$ cat src/rtl/regfile_sb_if.sv
// regfile_sb_if -- bundle of the register-file read, write, PC and issue
// signals shared between a requester (master) and regfile_sb (slave).
//
// Parameters:
//   WIDTH  data / PC width in bits
//   NREGS  register count (power of two, >= 4); selects are log2(NREGS) bits
//
// Signals (direction as seen by the register file):
//   regr0s, regr1s        in   read-port selects
//   regr0, regr1          out  read data
//   regr0_busy/regr1_busy out  selected register has a pending write
//   we, regws, regw       in   write / writeback port
//   incr_pc               in   advance PC
//   issue_valid,issue_reg in   request to reserve a destination register
//   issue_ready           out  reservation accepted this cycle
//   pc                    out  current PC (register NREGS-1)
interface regfile_sb_if #(
  parameter int WIDTH = 16,
  parameter int NREGS = 8
);
  localparam int AW = $clog2(NREGS);

  logic [AW-1:0]    regr0s;
  logic [AW-1:0]    regr1s;
  logic [WIDTH-1:0] regr0;
  logic [WIDTH-1:0] regr1;
  logic             regr0_busy;
  logic             regr1_busy;
  logic             we;
  logic [AW-1:0]    regws;
  logic [WIDTH-1:0] regw;
  logic             incr_pc;
  logic             issue_valid;
  logic [AW-1:0]    issue_reg;
  logic             issue_ready;
  logic [WIDTH-1:0] pc;

  modport master (
    output regr0s, regr1s, we, regws, regw, incr_pc, issue_valid, issue_reg,
    input  regr0, regr1, regr0_busy, regr1_busy, issue_ready, pc
  );

  modport slave (
    input  regr0s, regr1s, we, regws, regw, incr_pc, issue_valid, issue_reg,
    output regr0, regr1, regr0_busy, regr1_busy, issue_ready, pc
  );
endinterface

$ cat src/rtl/regfile_sb.sv
// regfile_sb -- register file with a per-register scoreboard (busy bits)
// and a built-in program counter in the top register.
//
// Registers R1..R(NREGS-1) are stored; R(NREGS-1) doubles as the PC.
// Index 0 always reads 0, is never busy and discards writes.
// All state changes on the FALLING edge of clk; reset_n is asynchronous
// and active-low and clears every register and busy bit.
//
// Ports:
//   clk      in  clock (state updates on negedge)
//   reset_n  in  asynchronous active-low reset
//   bus      regfile_sb_if.slave -- read ports, write port, incr_pc,
//            issue handshake, pc output
//
// Optional feature: define REGFILE_BYPASS_EN to forward the write data
// (and a cleared busy flag) to a read port that selects the register being
// written in the same cycle. Without it, reads show the stored value until
// the falling edge commits the write.
module regfile_sb #(
  parameter int WIDTH   = 16,
  parameter int NREGS   = 8,   // power of two, >= 4
  parameter int PC_STEP = 2
) (
  input  logic        clk,
  input  logic        reset_n,
  regfile_sb_if.slave bus
);
  localparam int AW = $clog2(NREGS);
  localparam int PC_IDX = NREGS - 1;
  localparam logic [AW-1:0] ZERO_IDX = '0;

  logic [WIDTH-1:0] regs [NREGS];
  logic [NREGS-1:0] busy;
  logic [NREGS-1:0] busy_nxt;
  logic             wr_en;
  logic             issue_fire;

  // Issue handshake: the requester raises issue_valid with issue_reg and
  // holds both stable until a falling edge where issue_ready is also high;
  // that edge is the transfer and marks the register busy. issue_ready
  // depends only on the current busy bit, never on issue_valid, and a cycle
  // with issue_ready low has no effect on state.
  assign bus.issue_ready = (bus.issue_reg == ZERO_IDX) ? 1'b1 : !busy[bus.issue_reg];

  assign wr_en      = bus.we && (bus.regws != ZERO_IDX);
  assign issue_fire = bus.issue_valid && bus.issue_ready && (bus.issue_reg != ZERO_IDX);

  // Writeback clears, issue sets; the set is applied last so a same-edge
  // clear and set on one register leaves it busy (new producer in flight).
  always_comb begin
    busy_nxt = busy;
    if (bus.we) begin
      busy_nxt[bus.regws] = 1'b0;
    end
    if (issue_fire) begin
      busy_nxt[bus.issue_reg] = 1'b1;
    end
    busy_nxt[0] = 1'b0;
  end

  // The explicit write is evaluated after the PC increment so that a write
  // to the PC at the same edge overrides the increment.
  always_ff @(negedge clk or negedge reset_n) begin
    if (!reset_n) begin
      for (int i = 0; i < NREGS; i++) begin
        regs[i] <= '0;
      end
      busy <= '0;
    end else begin
      if (bus.incr_pc) begin
        regs[PC_IDX] <= regs[PC_IDX] + WIDTH'(PC_STEP);
      end
      if (wr_en) begin
        regs[bus.regws] <= bus.regw;
      end
      busy <= busy_nxt;
    end
  end

  assign bus.pc = regs[PC_IDX];

  always_comb begin
    bus.regr0      = (bus.regr0s == ZERO_IDX) ? '0 : regs[bus.regr0s];
    bus.regr1      = (bus.regr1s == ZERO_IDX) ? '0 : regs[bus.regr1s];
    bus.regr0_busy = busy[bus.regr0s];
    bus.regr1_busy = busy[bus.regr1s];
`ifdef REGFILE_BYPASS_EN
    if (wr_en && (bus.regws == bus.regr0s)) begin
      bus.regr0      = bus.regw;
      bus.regr0_busy = 1'b0;
    end
    if (wr_en && (bus.regws == bus.regr1s)) begin
      bus.regr1      = bus.regw;
      bus.regr1_busy = 1'b0;
    end
`endif
  end
endmodule
$ cat src/flat_wrapper.sv
// flat-port wrapper written by rule: the top's interface ports become plain ports
module regfile_sb_flat 
#(
  parameter int WIDTH   = 16,
  parameter int NREGS   = 8,                        
  parameter int PC_STEP = 2
)
  (clk, reset_n, bus_regr0s, bus_regr1s, bus_we, bus_regws, bus_regw, bus_incr_pc, bus_issue_valid, bus_issue_reg, bus_regr0, bus_regr1, bus_regr0_busy, bus_regr1_busy, bus_issue_ready, bus_pc);
  regfile_sb_if #(.WIDTH(WIDTH), .NREGS(NREGS)) bus_i ();
  input  logic clk;
  input  logic reset_n;
  input wire logic [$bits(bus_i.regr0s)-1:0] bus_regr0s;
  input wire logic [$bits(bus_i.regr1s)-1:0] bus_regr1s;
  input wire logic [$bits(bus_i.we)-1:0] bus_we;
  input wire logic [$bits(bus_i.regws)-1:0] bus_regws;
  input wire logic [$bits(bus_i.regw)-1:0] bus_regw;
  input wire logic [$bits(bus_i.incr_pc)-1:0] bus_incr_pc;
  input wire logic [$bits(bus_i.issue_valid)-1:0] bus_issue_valid;
  input wire logic [$bits(bus_i.issue_reg)-1:0] bus_issue_reg;
  output wire logic [$bits(bus_i.regr0)-1:0] bus_regr0;
  output wire logic [$bits(bus_i.regr1)-1:0] bus_regr1;
  output wire logic [$bits(bus_i.regr0_busy)-1:0] bus_regr0_busy;
  output wire logic [$bits(bus_i.regr1_busy)-1:0] bus_regr1_busy;
  output wire logic [$bits(bus_i.issue_ready)-1:0] bus_issue_ready;
  output wire logic [$bits(bus_i.pc)-1:0] bus_pc;
  assign bus_i.regr0s = bus_regr0s;
  assign bus_i.regr1s = bus_regr1s;
  assign bus_i.we = bus_we;
  assign bus_i.regws = bus_regws;
  assign bus_i.regw = bus_regw;
  assign bus_i.incr_pc = bus_incr_pc;
  assign bus_i.issue_valid = bus_issue_valid;
  assign bus_i.issue_reg = bus_issue_reg;
  assign bus_regr0 = bus_i.regr0;
  assign bus_regr1 = bus_i.regr1;
  assign bus_regr0_busy = bus_i.regr0_busy;
  assign bus_regr1_busy = bus_i.regr1_busy;
  assign bus_issue_ready = bus_i.issue_ready;
  assign bus_pc = bus_i.pc;
  regfile_sb #(.WIDTH(WIDTH), .NREGS(NREGS), .PC_STEP(PC_STEP)) u_core (.clk(clk), .reset_n(reset_n), .bus(bus_i));
endmodule
$ cat config.mk
export PLATFORM = sky130hd
export DESIGN_NAME = regfile_sb_flat
export DESIGN_NICKNAME = d
export VERILOG_FILES = /design/src/rtl/regfile_sb_if.sv /design/src/rtl/regfile_sb.sv /design/src/flat_wrapper.sv
export SDC_FILE = /design/constraint.sdc
export NUM_CORES = 1
export LEC_CHECK = 0
export BUFFER_PORTS_ARGS = -buffer_cell sky130_fd_sc_hd__buf_2
export CAP_MARGIN = 40
export CORE_MARGIN = 3
export CORE_UTILIZATION = 63
export DETAILED_ROUTE_END_ITERATION = 8
export PLACE_DENSITY_LB_ADDON = 0.05
export SLEW_MARGIN = 20
export SYNTH_ARGS = -nofsm -noshare
export SYNTH_HDL_FRONTEND = slang
export SYNTH_SLANG_ARGS = --single-unit
$ cat constraint.sdc
create_clock -name clk -period 4.7 [get_ports clk]
set_clock_uncertainty 0.15 [all_clocks]
set_input_delay 0.705 -clock clk [delete_from_list [all_inputs] [get_ports clk]]
set_output_delay 0.705 -clock clk [all_outputs]
set_load 0.05 [all_outputs]
==> results_dict.tcl <==
set metrics [dict create \
    fp.coreArea_um2 10500 \
    final_area_um2 9020 \
    power.leakage_uw 0.00387 \
    crit_arrival_ps 4050 \
    clock_sinks 119 \
    drive_gt1_share_pct 62.2 \
    syn_inst 557 \
    worstSkewPairLatency_ps 460 \
    synth_edf_count 0 \
    ys_ff_latch 119 \
    post_drt_wl_per_cell_um 25.5 \
    maxSlewViolCount 0 \
    firstDrtPassIters 6 \
    ys_async_sr_fraction_pct 100 \
    irDropWorstVdd_uv 466 \
    drc 0 \
    r2r_slack_ps 2540 \
    cts_buffers 17 \
    n_fill_cell 506 \
    syn-cell-area_um2 6930 \
    violations "negative setup slack" \
    synth_cell_types 41 \
    crit_type "flip-flop to output pin" \
    ys_warn_count 0 \
    synth_fp_nets 591 \
    syn_area_per_cell_um2 12.4 \
    grt_overflow 0 \
    place_hpwl_um 12300 \
    antenna_found_initial 0 \
    nets 699 \
    grt_start_max_net_pins 51 \
    p_per_area_nw_per_um2 543 \
    worstPathRequired_ps 3850 \
    dp_slack_ps 181 \
    hold_path_class "flip-flop to flip-flop" \
    hold_path_depth 1 \
    num_io_pins 84 \
    final_common_cell "dfrtn_1" \
    cts_tree "yes" \
    status "finished with violations" \
    layout.cells.non_filler 814 \
    h-tree-depth 4 \
    die_area_um2 12300 \
    grt_usage_pct 33.0 \
    worst_pin_slew_ps 836 \
    max_slew_margin_pct 44.3 \
    r2r-end "u_core.bus.pc[15]" \
    die_h_um 111 \
    place_inst 752 \
    io_buffers 83 \
    r2r-start "u_core.bus.pc[2]" \
    wl_um 20700 \
    grt_pass1_vias 5569 \
    fp-row-count 37 \
    hold_viol_final 0 \
    dr_total_vias 5492 \
    place.gp.congestion 0.837 \
    clockBufferDepth 2 \
    drt_iter0_drc 595 \
    start_util_pct 66.0 \
    rsz0062_at_grt "true" \
    reg2regPathDepth 7 \
    n_antenna_cell 0 \
    endpoint_kind "output pin" \
    total_power_uw 4900 \
    path_max_fanout 3 \
    die_w_um 111 \
    timing.final.ws_setup_ps -204 \
    area_growth_pct 30.1 \
    holdPathEnd "u_core.regs[58]" \
    place_area_um2 7570 \
    finalSetupViolCount 35 \
    postRouteAntennaNets 0 \
    grt_pass1_wl_um 31300 \
    clk_pin_slew_ps 40 \
    worstSetupStartpointType "flip-flop" \
    detail_route.vias_per_cell 6.75 \
    mostFrequentLayoutCells "119 x dfrtn_1, 109 x mux2_2, 60 x buf_4" \
    hold_path.startpoint "u_core.regs[58]" \
    clockRootBuffer "clkbuf_8" \
    ys.flop_type "dfrtn_1" \
    maxCapViolations 0 \
    yosysSeqAreaShare_pct 43.0 \
]
## state kept, by name, indices dropped and copies added, names as in the netlist
signal         flops
u_core.busy        7
u_core.regs       96
u_core.bus.pc     16
## routing by layer
| metal | vias up | share of wire [%] | routed length (µm) | GRT usage [%] |
|---|---|---|---|---|
| li1 | 2287 | - | - | - |
| met1 | 2834 | 40 | 8390 | 43.8 |
| met2 | 303 | 50 | 10300 | 53.5 |
| met3 | 68 | 6.8 | 1400 | 8.13 |
| met4 | 0 | 3.0 | 618 | 11.4 |
| met5 | - | 0 | 0 | 0 |
## cell usage after synthesis, drive strengths merged (2+ instances only)
cell type,instances,share of area [%]
a221oi,15,1.9
xnor2,11,1.4
a22oi,16,1.7
nor2,20,1.1
nand3,5,0.43
nand4b,3,1.0
nor4,3,0.54
nand2,33,1.8
o21ai,18,1.3
a21oi,35,2.5
nand2b,6,0.54
clkbuf,9,0.49
mux2,131,21
nor3,5,0.52
nand4,6,0.85
o31ai,6,0.65
mux4,35,11
mux2i,2,0.29
dfrtn,119,43
inv,16,0.87
xor2,3,0.38
buf,51,4.8
## cells by family (layout without fill, tap and decap cells)
kind of cell    Yosys count  count (layout)  share of synthesized area, %
simple gates             86              86                          7.42
compound gates           93              93                          8.45
mux                     168             168                          33.1
buf+inv                  76             197                          6.17
fa+ha+maj                 1               1                         0.180
flops                   119             119                          43.0
xor+xnor                 14              14                          1.77
## stage by stage
step	hold slack, ps	TNS [ps]	util [%]
floorplan	282	0	-
global placement	292	0	71.9
detailed placement	311	0	72.1
CTS	312	-5210	83.1
global route	333	-6170	85.8
finish	307	-4590	85.8
## area by class of cell
class / count / area (µm²) / share of cell area (%)
clock buffers: 25 / 514 / 5.70
multi-input cells: 362 / 3940 / 43.7
clock inverters: 7 / 113 / 1.25
repair buffers: 149 / 1250 / 13.8
flip-flops and latches: 119 / 2980 / 33.0
inverters: 16 / 60.1 / 0.666
well taps: 136 / 170 / 1.89
## worst max-delay path, stage by stage, from the launching register on
cell	delay, ps
dfrtn_1	370
mux4_2	500
nand2_2	100
o21ai_2	80
buf_6	180
## worst max-delay path by stage
| stage | startpoint | endpoint | slack [ps] | cells after the start |
|---|---|---|---|---|
| floorplan | u_core.bus.pc[14] | bus_regr1[14] | 3 | 3 |
| global placement | u_core.bus.pc[15] | bus_regr0[15] | 190 | 4 |
| detailed placement | bus_we | u_core.regs[94] | 180 | 4 |
| CTS | u_core.bus.pc[5] | bus_regr0[5] | -200 | 4 |
| global route | u_core.bus.pc[15] | bus_regr1[15] | -230 | 4 |
| finish | u_core.bus.pc[15] | bus_regr1[15] | -200 | 4 |
## power by group
part / internal [µW] / total [µW] / switching, µW / leakage, µW
Combinational: 882 / 2000 / 1120 / 0.00215
Clock: 905 / 1360 / 455 / 0.000310
Sequential: 1310 / 1540 / 228 / 0.00142
## timing repair
item | CTS | global route
hold buffers | 0 | 0
pin swaps | 14 | 21
resized for setup | 119 | 44
setup endpoints to repair | 35 | 37
setup buffers | 16 | 13
No activity file was read; power rests on OpenSTA's default activity.
